`src/rtl/mem_port_b_arbiter.sv`:
```
// Round-robin arbiter for the memory stage's read-only port B.
// Requester 0 is the display pixel scanner, requester 1 the debug/dump reader.
// Accepted reads travel down a tag pipeline matched to the port B read latency,
// and each response is steered back to the requester that issued it.
// Optional feature: define ADDR_CHECK_EN to reject reads in the sine window
// (90000..90299) and at or above ADDR_LIMIT. A rejected read still gets a
// response, flagged with rsp_err and carrying zero data.
module mem_port_b_arbiter #(
  parameter int RD_LATENCY = 2,
  parameter int ADDR_W     = 17,
  parameter int DATA_W     = 24,
  parameter int ADDR_LIMIT = 131071
) (
  input  logic              clk,
  input  logic              rst,
  input  logic              req_0,
  input  logic [ADDR_W-1:0] addr_0,
  output logic              gnt_0,
  output logic              rsp_valid_0,
  output logic [DATA_W-1:0] rsp_data_0,
  output logic              rsp_err_0,
  input  logic              req_1,
  input  logic [ADDR_W-1:0] addr_1,
  output logic              gnt_1,
  output logic              rsp_valid_1,
  output logic [DATA_W-1:0] rsp_data_1,
  output logic              rsp_err_1,
  output logic [ADDR_W-1:0] address_b,
  input  logic [DATA_W-1:0] read_data_b,
  output logic              busy
);

  localparam int SINE_LO = 90000;
  localparam int SINE_HI = 90299;

`ifdef ADDR_CHECK_EN
  localparam bit CHECK_EN = 1'b1;
`else
  localparam bit CHECK_EN = 1'b0;
`endif

  // last_gnt = id of the most recently accepted requester; the other one wins a tie
  logic                  last_gnt;
  logic                  accept;
  logic                  acc_id;
  logic                  acc_err;
  logic [ADDR_W-1:0]     acc_addr;
  logic [31:0]           acc_addr_ext;
  logic [RD_LATENCY-1:0] pipe_valid;
  logic [RD_LATENCY-1:0] pipe_id;
  logic [RD_LATENCY-1:0] pipe_err;
  logic                  out_valid;
  logic                  out_id;
  logic                  out_err;

  // Grant selection, accepted address and address legality check
  always_comb begin
    gnt_0 = 1'b0;
    gnt_1 = 1'b0;
    if (!rst) begin
      if (req_0 && req_1) begin
        gnt_0 = last_gnt;
        gnt_1 = !last_gnt;
      end else begin
        gnt_0 = req_0;
        gnt_1 = req_1;
      end
    end
    accept       = gnt_0 | gnt_1;
    acc_id       = gnt_1;
    acc_addr     = gnt_1 ? addr_1 : addr_0;
    acc_addr_ext = 32'(acc_addr);
    acc_err      = CHECK_EN &&
                   (((acc_addr_ext >= 32'(SINE_LO)) && (acc_addr_ext <= 32'(SINE_HI))) ||
                    (acc_addr_ext >= 32'(ADDR_LIMIT)));
  end

  // Round-robin state, port B address register and latency-matched tag pipeline
  always_ff @(posedge clk or posedge rst) begin
    if (rst) begin
      last_gnt   <= 1'b1;
      address_b  <= '0;
      pipe_valid <= '0;
      pipe_id    <= '0;
      pipe_err   <= '0;
    end else begin
      if (accept) begin
        last_gnt <= acc_id;
        // a rejected address never reaches the memory; port B keeps its last address
        if (!acc_err) address_b <= acc_addr;
      end
      pipe_valid[0] <= accept;
      pipe_id[0]    <= acc_id;
      pipe_err[0]   <= acc_err;
      for (int i = 1; i < RD_LATENCY; i++) begin
        pipe_valid[i] <= pipe_valid[i-1];
        pipe_id[i]    <= pipe_id[i-1];
        pipe_err[i]   <= pipe_err[i-1];
      end
    end
  end

  assign out_valid = pipe_valid[RD_LATENCY-1];
  assign out_id    = pipe_id[RD_LATENCY-1];
  assign out_err   = pipe_err[RD_LATENCY-1];
  assign busy      = |pipe_valid;

  // Steer the returning read data to its owner; rsp_data holds between pulses
  always_ff @(posedge clk or posedge rst) begin
    if (rst) begin
      rsp_valid_0 <= 1'b0;
      rsp_valid_1 <= 1'b0;
      rsp_err_0   <= 1'b0;
      rsp_err_1   <= 1'b0;
      rsp_data_0  <= '0;
      rsp_data_1  <= '0;
    end else begin
      rsp_valid_0 <= out_valid & !out_id;
      rsp_valid_1 <= out_valid & out_id;
      rsp_err_0   <= out_valid & !out_id & out_err;
      rsp_err_1   <= out_valid & out_id & out_err;
      if (out_valid && !out_id) rsp_data_0 <= out_err ? '0 : read_data_b;
      if (out_valid && out_id)  rsp_data_1 <= out_err ? '0 : read_data_b;
    end
  end

endmodule
```
`config.mk`:
```
export PLATFORM = sky130hd
export DESIGN_NAME = mem_port_b_arbiter
export DESIGN_NICKNAME = d
export VERILOG_FILES = /design/src/rtl/mem_port_b_arbiter.sv
export SDC_FILE = /design/constraint.sdc
export NUM_CORES = 1
export LEC_CHECK = 0
export BUFFER_PORTS_ARGS = -buffer_cell sky130_fd_sc_hd__buf_4
export CORE_ASPECT_RATIO = 1.1
export CORE_MARGIN = 2
export CORE_UTILIZATION = 45
export CTS_CLUSTER_SIZE = 25
export DETAILED_ROUTE_END_ITERATION = 8
export PLACE_DENSITY_LB_ADDON = 0.12
export SETUP_SLACK_MARGIN = 0.15
export SYNTH_ARGS = -nofsm -noshare
export SYNTH_HDL_FRONTEND = slang
export SYNTH_SLANG_ARGS = --single-unit
```
`constraint.sdc`:
```
create_clock -name clk -period 3.1 [get_ports clk]
set_clock_uncertainty 0.15 [all_clocks]
set_input_delay 0.31 -clock clk [delete_from_list [all_inputs] [get_ports clk]]
set_output_delay 0.31 -clock clk [all_outputs]
set_load 0.05 [all_outputs]
```
# --- After elaboration in Yosys (flattened, before gate mapping) ---
# Index checks and enable logic that the tools add are counted.
word_totals:
  regBits: 72
  in_bits: 62
  output_inout_bits: 72
  word_cells: 22
classes:
  n_mux: 5
  bitwise_logic: 3
  n_reduce_logical: 6
ops:
  columns: ["cell", "count"]
  rows:
  - ["$mux W17", 1]
  - ["$mux W1", 4]
  - ["$logic_and A1 B1 Y1", 3]
  - ["$and A1 B1 Y1", 2]
  - ["$logic_not A1 Y1", 2]
  - ["$reduce_or A2 Y1", 1]
  - ["$or A1 B1 Y1", 1]

# --- Logic depth before layout (Yosys ltp) ---
# Gate-level depths: netlist of run 1.
depth:
  ltp_word: 4
  depth_mapped: 6

# --- Worst setup path before layout of run 1 ---
# Ideal clock, no wire load.
synth_path:
  path_kind: "reg-to-output"
  from: "register last_gnt"
  to: "output gnt_0"
  arrival_time_ns: 2.108
  t_required_ns: 2.640
  slack_ns: 0.532
  path_stages_with_launch: 4
  path_buffers: 1
  cell_sequence: "dfstp_2 clkinv_1 buf_2 a211oi_1"
synth_via:
  elab_chain_cells: 2
synth_lines:
  columns: ["item", "line_no", "text"]
  rows:
  - ["start: declaration", "43", "logic last_gnt;"]
  - ["start signal: assignment", "88", "last_gnt <= acc_id;"]
  - ["$mux W1", "61", "if (req_0 && req_1) begin"]
  - ["$mux W1", "60", "if (!rst) begin"]
  - ["end: declaration", "18", "output logic gnt_0,"]
# No other way between the ends.

# --- Worst setup path after layout of run 1 ---
# Ends and elaborated chain as after synthesis.

==> summary.txt, run 1 <==
Setup path
  – Critical Path Start Type: flop
  – CP cell instances: clkinv_1 -> a211oi_1 -> buf_4
  – Slowest stage delay, CP: 0.53 ns
  – CP Capture Type: primary output
  – Crit Path Category: flop to primary output
  – Slowest cell on crit path: dfstp_2
  – WP data required: 2.64 ns
  – CP arrival: 1.88 ns
  – Crit path max fanout: 19

Clocking
  – Total CTS buffers: 9
  – Clock Path Buffers: 2
  – Root buffer cell: clkbuf_8
  – CTS tree: yes
  – Clock sink count: 72
  – Clk_lat worst skew: 0.33 ns
  – Reg clk slew, reported paths: 0.07 ns
  – # H-tree levels: 3

Finish
  – Layout cells sized above 1: 0.576
  – FILL cells: 526
  – Area delta synth->final: 40.2%
  – N_diodes: 0
  – Final Instance Count excl. Fillers: 438
  – Nets: 413

Timing
  – Fmax: 428 MHz
  – Final setup viols: 0
  – Final Max Tran Viols: 0
  – Setup TNS: 0 ns
  – Period Utilization, post-route: 0.754
  – Slew at the pin closest to its max-slew limit: 0.646 ns
  – RSZ-0062 raised after global routing: false
  – Rel. slew slack: 0.569
  – Fin. Hold Viols: 0
  – Fin crit period: 2.34 ns

Detailed routing
  – WL final: 6510 µm
  – Vias: 2236
  – ANT nets after route: 0
  – Iter 0 DRT Violations: 42
  – Vias per cell: 5.11
  – WL per Instance: 14.9 µm
  – DRC viols: 0
  – Drt first pass iters: 4

Logic synthesis
  – Flops & latches, synth: 72
  – Average size of a mapped cell: 13.5 µm²
  – Top-area cell type share of the netlist area: 0.594
  – Yosys top cell by area: dfrtp_1
  – Yosys warns: 0
  – Mapped Cells: 222
  – Seq/Total Area, Yosys: 0.602
  – Netlist Area Pre-Place: 2990 µm²
  – Synth unique cells: 24
  – Top cells by area, synth: dfrtp_1, mux2_2, o2111ai_1

GRT
  – Tot GR Track Use: 0.180
  – Initial antenna violation count: 0
  – GRT overflow: 0
  – Global-route wire length before repair: 9870 µm
  – Largest net degree at the start of global routing: 48
  – Number of global-route vias before repair: 2037

Hold path
  – Hold Path Class: primary input to flop

Floorplanning
  – Die height: 89.5 µm
  – Core area: 6520 µm²
  – FP Rows: 31
  – Die Wd: 81.8 µm
  – Starting Density: 0.459
  – IO Pins: 134
  – Full die area: 7320 µm²

Power
  – VDD IR-drop max: 0.461 mV
  – PD cells: 777 nW/µm²
  – Leak: 1.94 nW

Job
  – Number of max-cap violations: 0

Placed design
  – PortBufs: 131
  – Post-DP HPWL: 4630 µm
  – Final Wtd Congestion: 0.767
  – Placed Cells: 421

Outcome
  – Run status: finished clean
stage by stage:
| stage | power [mW] | setup WS [ns] | hold WS [ns] | area (µm²) | util |
|---|---|---|---|---|---|
| finish | 3.26 | 0.763 | 0.0610 | 4200 | 0.644 |
| floorplan | 2.06 | 0.532 | 0.181 | 3000 | - |
| global route | 3.41 | 0.628 | 0.0407 | 4200 | 0.644 |
| global placement | 2.44 | 1.15 | 0.183 | 3960 | 0.607 |
| detailed placement | 2.45 | 1.17 | 0.191 | 3960 | 0.607 |
| CTS | 3.29 | 0.763 | 0.0462 | 4200 | 0.644 |
what timing repair did:
action                    CTS  global route
buffers inserted            0             0
hold buffers                1             0
gates resized for setup     0             0
hold endpoints to repair   24             0
layer usage:
layer / global-route usage / vias to the layer above / wire [µm]
li1: - / 1068 / -
met4: 0.0545 / 0 / 72
met1: 0.245 / 1071 / 2750
met5: 0 / - / 0
met2: 0.267 / 91 / 3100
met3: 0.0697 / 6 / 579
logic make-up (layout without fill, tap and decap cells):
family	after synthesis	in the layout	synth area share
multiplexers	48	48	0.181
AND/OR/NAND/NOR	23	23	0.0330
flip-flops	72	72	0.602
AO/OA/AOI/OAI	54	54	0.122
buffers and inverters	24	157	0.0610
other	1	2	0.00125
cells in the mapped netlist, drive strengths merged:
library cell  number
a31oi             17
nor2              18
clkbuf             1
or2                1
o21ai             17
buf               19
clkinv             3
mux2              48
conb               1
a211oi             1
nor2b              1
dfstp              1
nand2b             1
and2               1
o21ba              1
dfrtp             71
inv                1
o22ai              1
nand2              1
o2111ai           17
critical path, delay by kind of cell (launching register included):
| family | cells | cell delay, ns |
|---|---|---|
| buffers and inverters | 2 | 0.64 |
| flip-flops | 1 | 0.53 |
| AO/OA/AOI/OAI | 1 | 0.37 |
flip-flops by register name, summed over array words and instances, names as in the netlist:
name	count
rsp_valid_1	1
rsp_data_0	24
rsp_data_1	24
address_b	17
pipe_valid	2
pipe_id	2
last_gnt	1
rsp_valid_0	1
cells in the final DEF (no fill, tap or decap), types with 2 or more instances in the layout:
cell type,Yosys,layout
buf_4,4,136
o2111ai_1,17,17
nor2_1,18,18
dfrtp_1,71,71
mux2_2,48,48
conb_1,1,2
o21ai_0,15,15
bufinv_16,0,2
clkinv_1,3,2
clkbuf_8,0,11
clkinv_2,0,3
a31oi_1,17,17
o21ai_1,2,2
path summary, 6_finish.rpt:
path / startpoint / endpoint / slack (ns) / cells after the start
min reg2reg: pipe_id[0]$_DFF_PP0_ / pipe_id[1]$_DFF_PP0_ / 0.20 / 0
max in group asynchronous: rst / address_b[1]$_DFFE_PP0P_ / 1.33 / 4
max reg2reg: last_gnt$_DFFE_PP1P_ / address_b[14]$_DFFE_PP0P_ / 1.38 / 3
max: last_gnt$_DFFE_PP1P_ / gnt_0 / 0.76 / 3
min: read_data_b[13] / rsp_data_1[13]$_DFFE_PP0P_ / 0.06 / 2
min in group asynchronous: rst / address_b[11]$_DFFE_PP0P_ / 0.47 / 3
where the power goes:
part	internal (mW)	switching, mW	leakage [nW]
logic	0.404	0.825	0.983
clock network	0.496	0.337	0.119
registers	1.11	0.0867	0.839
final cells by class:
class                      instances  area, µm²  area share
tap                               82        103      0.0244
sequential                        72       1800       0.430
clock buffer                      11        151      0.0361
clock inverter                     5       78.8      0.0188
timing repair buffer             137       1030       0.246
multi-input combinational        127       1010       0.242
inverter                           4       16.3     0.00388
(Power assumes the default switching activity.)
==> run 2, diff against run 1 <==
Settings changed: ABC_AREA set to 1, CORE_UTILIZATION 45 to 43.
Clock period 3.1 ns to 2.13 ns, I/O delays scaled along.
==> summary.txt, run 2 <==
Logic synthesis
  – EDFF count, synth: 0
  – Post-Synth Simple-Gate Area: 0.215
  – Predominant post-synthesis flop cell: dfrtp_1
  – Top cells by area, synth: dfrtp_1, nand2_1, inv_1
  – Yosys warns: 0
  – Yosys top cell by area: dfrtp_1
  – Main combinational cell family by area after synthesis: simple AND/OR/NAND/NOR gates
  – Seq/Total Area, Yosys: 0.581
  – Synth Area in Compound Gates: 0.0859
  – Asr flop ratio synth: 1.00
  – Flops & latches, synth: 72
  – Adder-cell share of the synthesized area: 0
  – Average size of a mapped cell: 8.94 µm²
  – Mux contribution to synthesized area: 0
  – Top-area cell type share of the netlist area: 0.573
  – Mapped Cells: 347
  – Post-synth top cells: nand2_1, dfrtp_1, inv_1
  – Netlist Area Pre-Place: 3100 µm²
  – Synth unique cells: 22
  – XOR/XNOR Fraction of Synth Area: 0
  – Count leader, synth: nand2_1

Power
  – VDD IR-drop max: 0.745 mV
  – Power share of the clock group: 0.278
  – PD cells: 1060 nW/µm²
  – Sw Pwr: 1.81 mW
  – Leak: 2.54 nW
  – Switch share: 0.380
  – Tot Pwr: 4.77 mW
  – Logic gate share of total power: 0.358
  – Internal power: 2.96 mW
  – Reg power frac: 0.364

Detailed routing
  – Vias per cell: 4.51
  – Vias: 2616
  – WL final: 7060 µm
  – Drt first pass iters: 4
  – DRC viols: 0
  – ANT nets after route: 0
  – Iter 0 DRT Violations: 103
  – WL per Instance: 12.2 µm

Finish
  – Nets: 552
  – Layout cells sized above 1: 0.364
  – Area delta synth->final: 45.5%
  – Commonest non-fill, non-tap cell in the layout: buf_4
  – Biggest regs: rsp_data_0: 24 flops, rsp_data_1: 24 flops, address_b: 17 flops
  – Commonest cells after routing, fill and taps aside: buf_4, nand2_1, dfrtp_1, inv_1, o21ai_0
  – N_diodes: 0
  – Final Instance Count excl. Fillers: 580

Floorplanning
  – Full die area: 7910 µm²
  – IO Pins: 134
  – Core area: 7010 µm²
  – Die Wd: 85.0 µm
  – FP Rows: 32
  – Starting Density: 0.443
  – Die height: 93.1 µm

Timing
  – Fin. Hold Viols: 0
  – Rel. slew slack: 0.481
  – Period Utilization, post-route: 0.886
  – RSZ-0062 raised after global routing: false
  – Final hold slack: 0.0160 ns
  – Final setup viols: 0
  – Fmax: 530 MHz
  – Slew at the pin closest to its max-slew limit: 0.778 ns
  – Fin crit period: 1.89 ns
  – Setup slack after layout: 0.242 ns
  – Setup TNS: 0 ns
  – Final Max Tran Viols: 0

GRT
  – Tot GR Track Use: 0.187
  – Initial antenna violation count: 0
  – GRT overflow: 0
  – Number of global-route vias before repair: 2644
  – Global-route wire length before repair: 12000 µm
  – Largest net degree at the start of global routing: 63

Setup path
  – WP data required: 1.77 ns
  – Slowest cell on crit path: dfstp_2
  – Crit Path Category: flop to primary output
  – CP Capture Type: primary output
  – Slowest stage delay, CP: 0.54 ns
  – Critical Path Start Type: flop
  – CP arrival: 1.52 ns
  – CP cell instances: nand2_2 -> nand3_4 -> inv_1 -> buf_4
  – Crit path max fanout: 18

Outcome
  – Run status: finished clean

Job
  – Number of max-cap violations: 0

Clocking
  – CTS resizes: 0
  – Reg clk slew, reported paths: 0.08 ns
  – Clock Path Buffers: 2
  – # H-tree levels: 3
  – Root buffer cell: clkbuf_8
  – Clock sink count: 72
  – CTS tree: yes
  – Clk_lat worst skew: 0.32 ns
  – Total CTS buffers: 9

Placed design
  – PortBufs: 131
  – Place WS: 0.461 ns
  – Placed Cells: 551
  – Post-DP HPWL: 4900 µm
  – Final Wtd Congestion: 0.754

Hold path
  – Hold Path Class: primary input to flop
-- run 2: power groups by stage --
| stage | clock network [mW] | logic (mW) | registers (mW) |
|---|---|---|---|
| finish | 1.33 | 1.71 | 1.73 |
| floorplan | 0 | 0.339 | 2.55 |
| detailed placement | 0 | 1.70 | 1.76 |
| global route | 1.41 | 1.81 | 1.76 |
| CTS | 1.36 | 1.72 | 1.73 |
| global placement | 0 | 1.68 | 1.75 |
-- run 2: area by class of cell --
cell class	count	area [µm²]
sequential	72	1800
fill	621	2490
timing repair buffer	148	1150
clock buffer	11	151
clock inverter	5	103
multi-input combinational	193	945
inverter	66	253
tap	85	106
-- run 2: timing repair --
item / in CTS / in global routing
setup endpoints to repair: 1 / 0
endpoints found under the hold margin: 26 / 0
hold buffers: 12 / 0
setup buffers: 1 / 0
-- run 2: per-stage QoR --
stage	instance area [µm²]	utilization
floorplan	3110	-
global placement	4130	0.590
detailed placement	4130	0.590
CTS	4510	0.644
global route	4510	0.644
finish	4510	0.644
-- run 2: path summary, 6_finish.rpt --
path | cells after the start | slack [ns] | to | start
max | 4 | 0.24 | gnt_1 | last_gnt$_DFFE_PP1P_
min | 3 | 0.02 | rsp_data_0[20]$_DFFE_PP0P_ | read_data_b[20]
max reg2reg | 6 | 0.49 | address_b[16]$_DFFE_PP0P_ | last_gnt$_DFFE_PP1P_
min reg2reg | 0 | 0.22 | pipe_id[1]$_DFF_PP0_ | pipe_id[0]$_DFF_PP0_
max in group asynchronous | 4 | 0.57 | rsp_data_1[11]$_DFFE_PP0P_ | rst
min in group asynchronous | 3 | 0.23 | address_b[6]$_DFFE_PP0P_ | rst
-- run 2: routing by layer --
| metal | routed length [µm] | vias to the layer above | track usage |
|---|---|---|---|
| met2 | 3450 | 97 | 0.315 |
| li1 | - | 1335 | - |
| met3 | 495 | 4 | 0.0380 |
| met1 | 3060 | 1180 | 0.240 |
| met5 | 0 | - | 0 |
| met4 | 50 | 0 | 0.0675 |
-- run 2: critical path, delay by kind of cell, from the launching register on --
| kind | cells | cell delay [ns] |
|---|---|---|
| and+or+nand+nor | 2 | 0.42 |
| buffers and inverters | 2 | 0.24 |
| DFF | 1 | 0.54 |
-- run 2: logic make-up (layout without fill, tap and decap cells) --
kind of cell	count (synthesis)	count (layout)
AO/OA/AOI/OAI	51	51
buffers and inverters	83	230
AND/OR/NAND/NOR	140	140
other	1	2
flip-flops	72	72
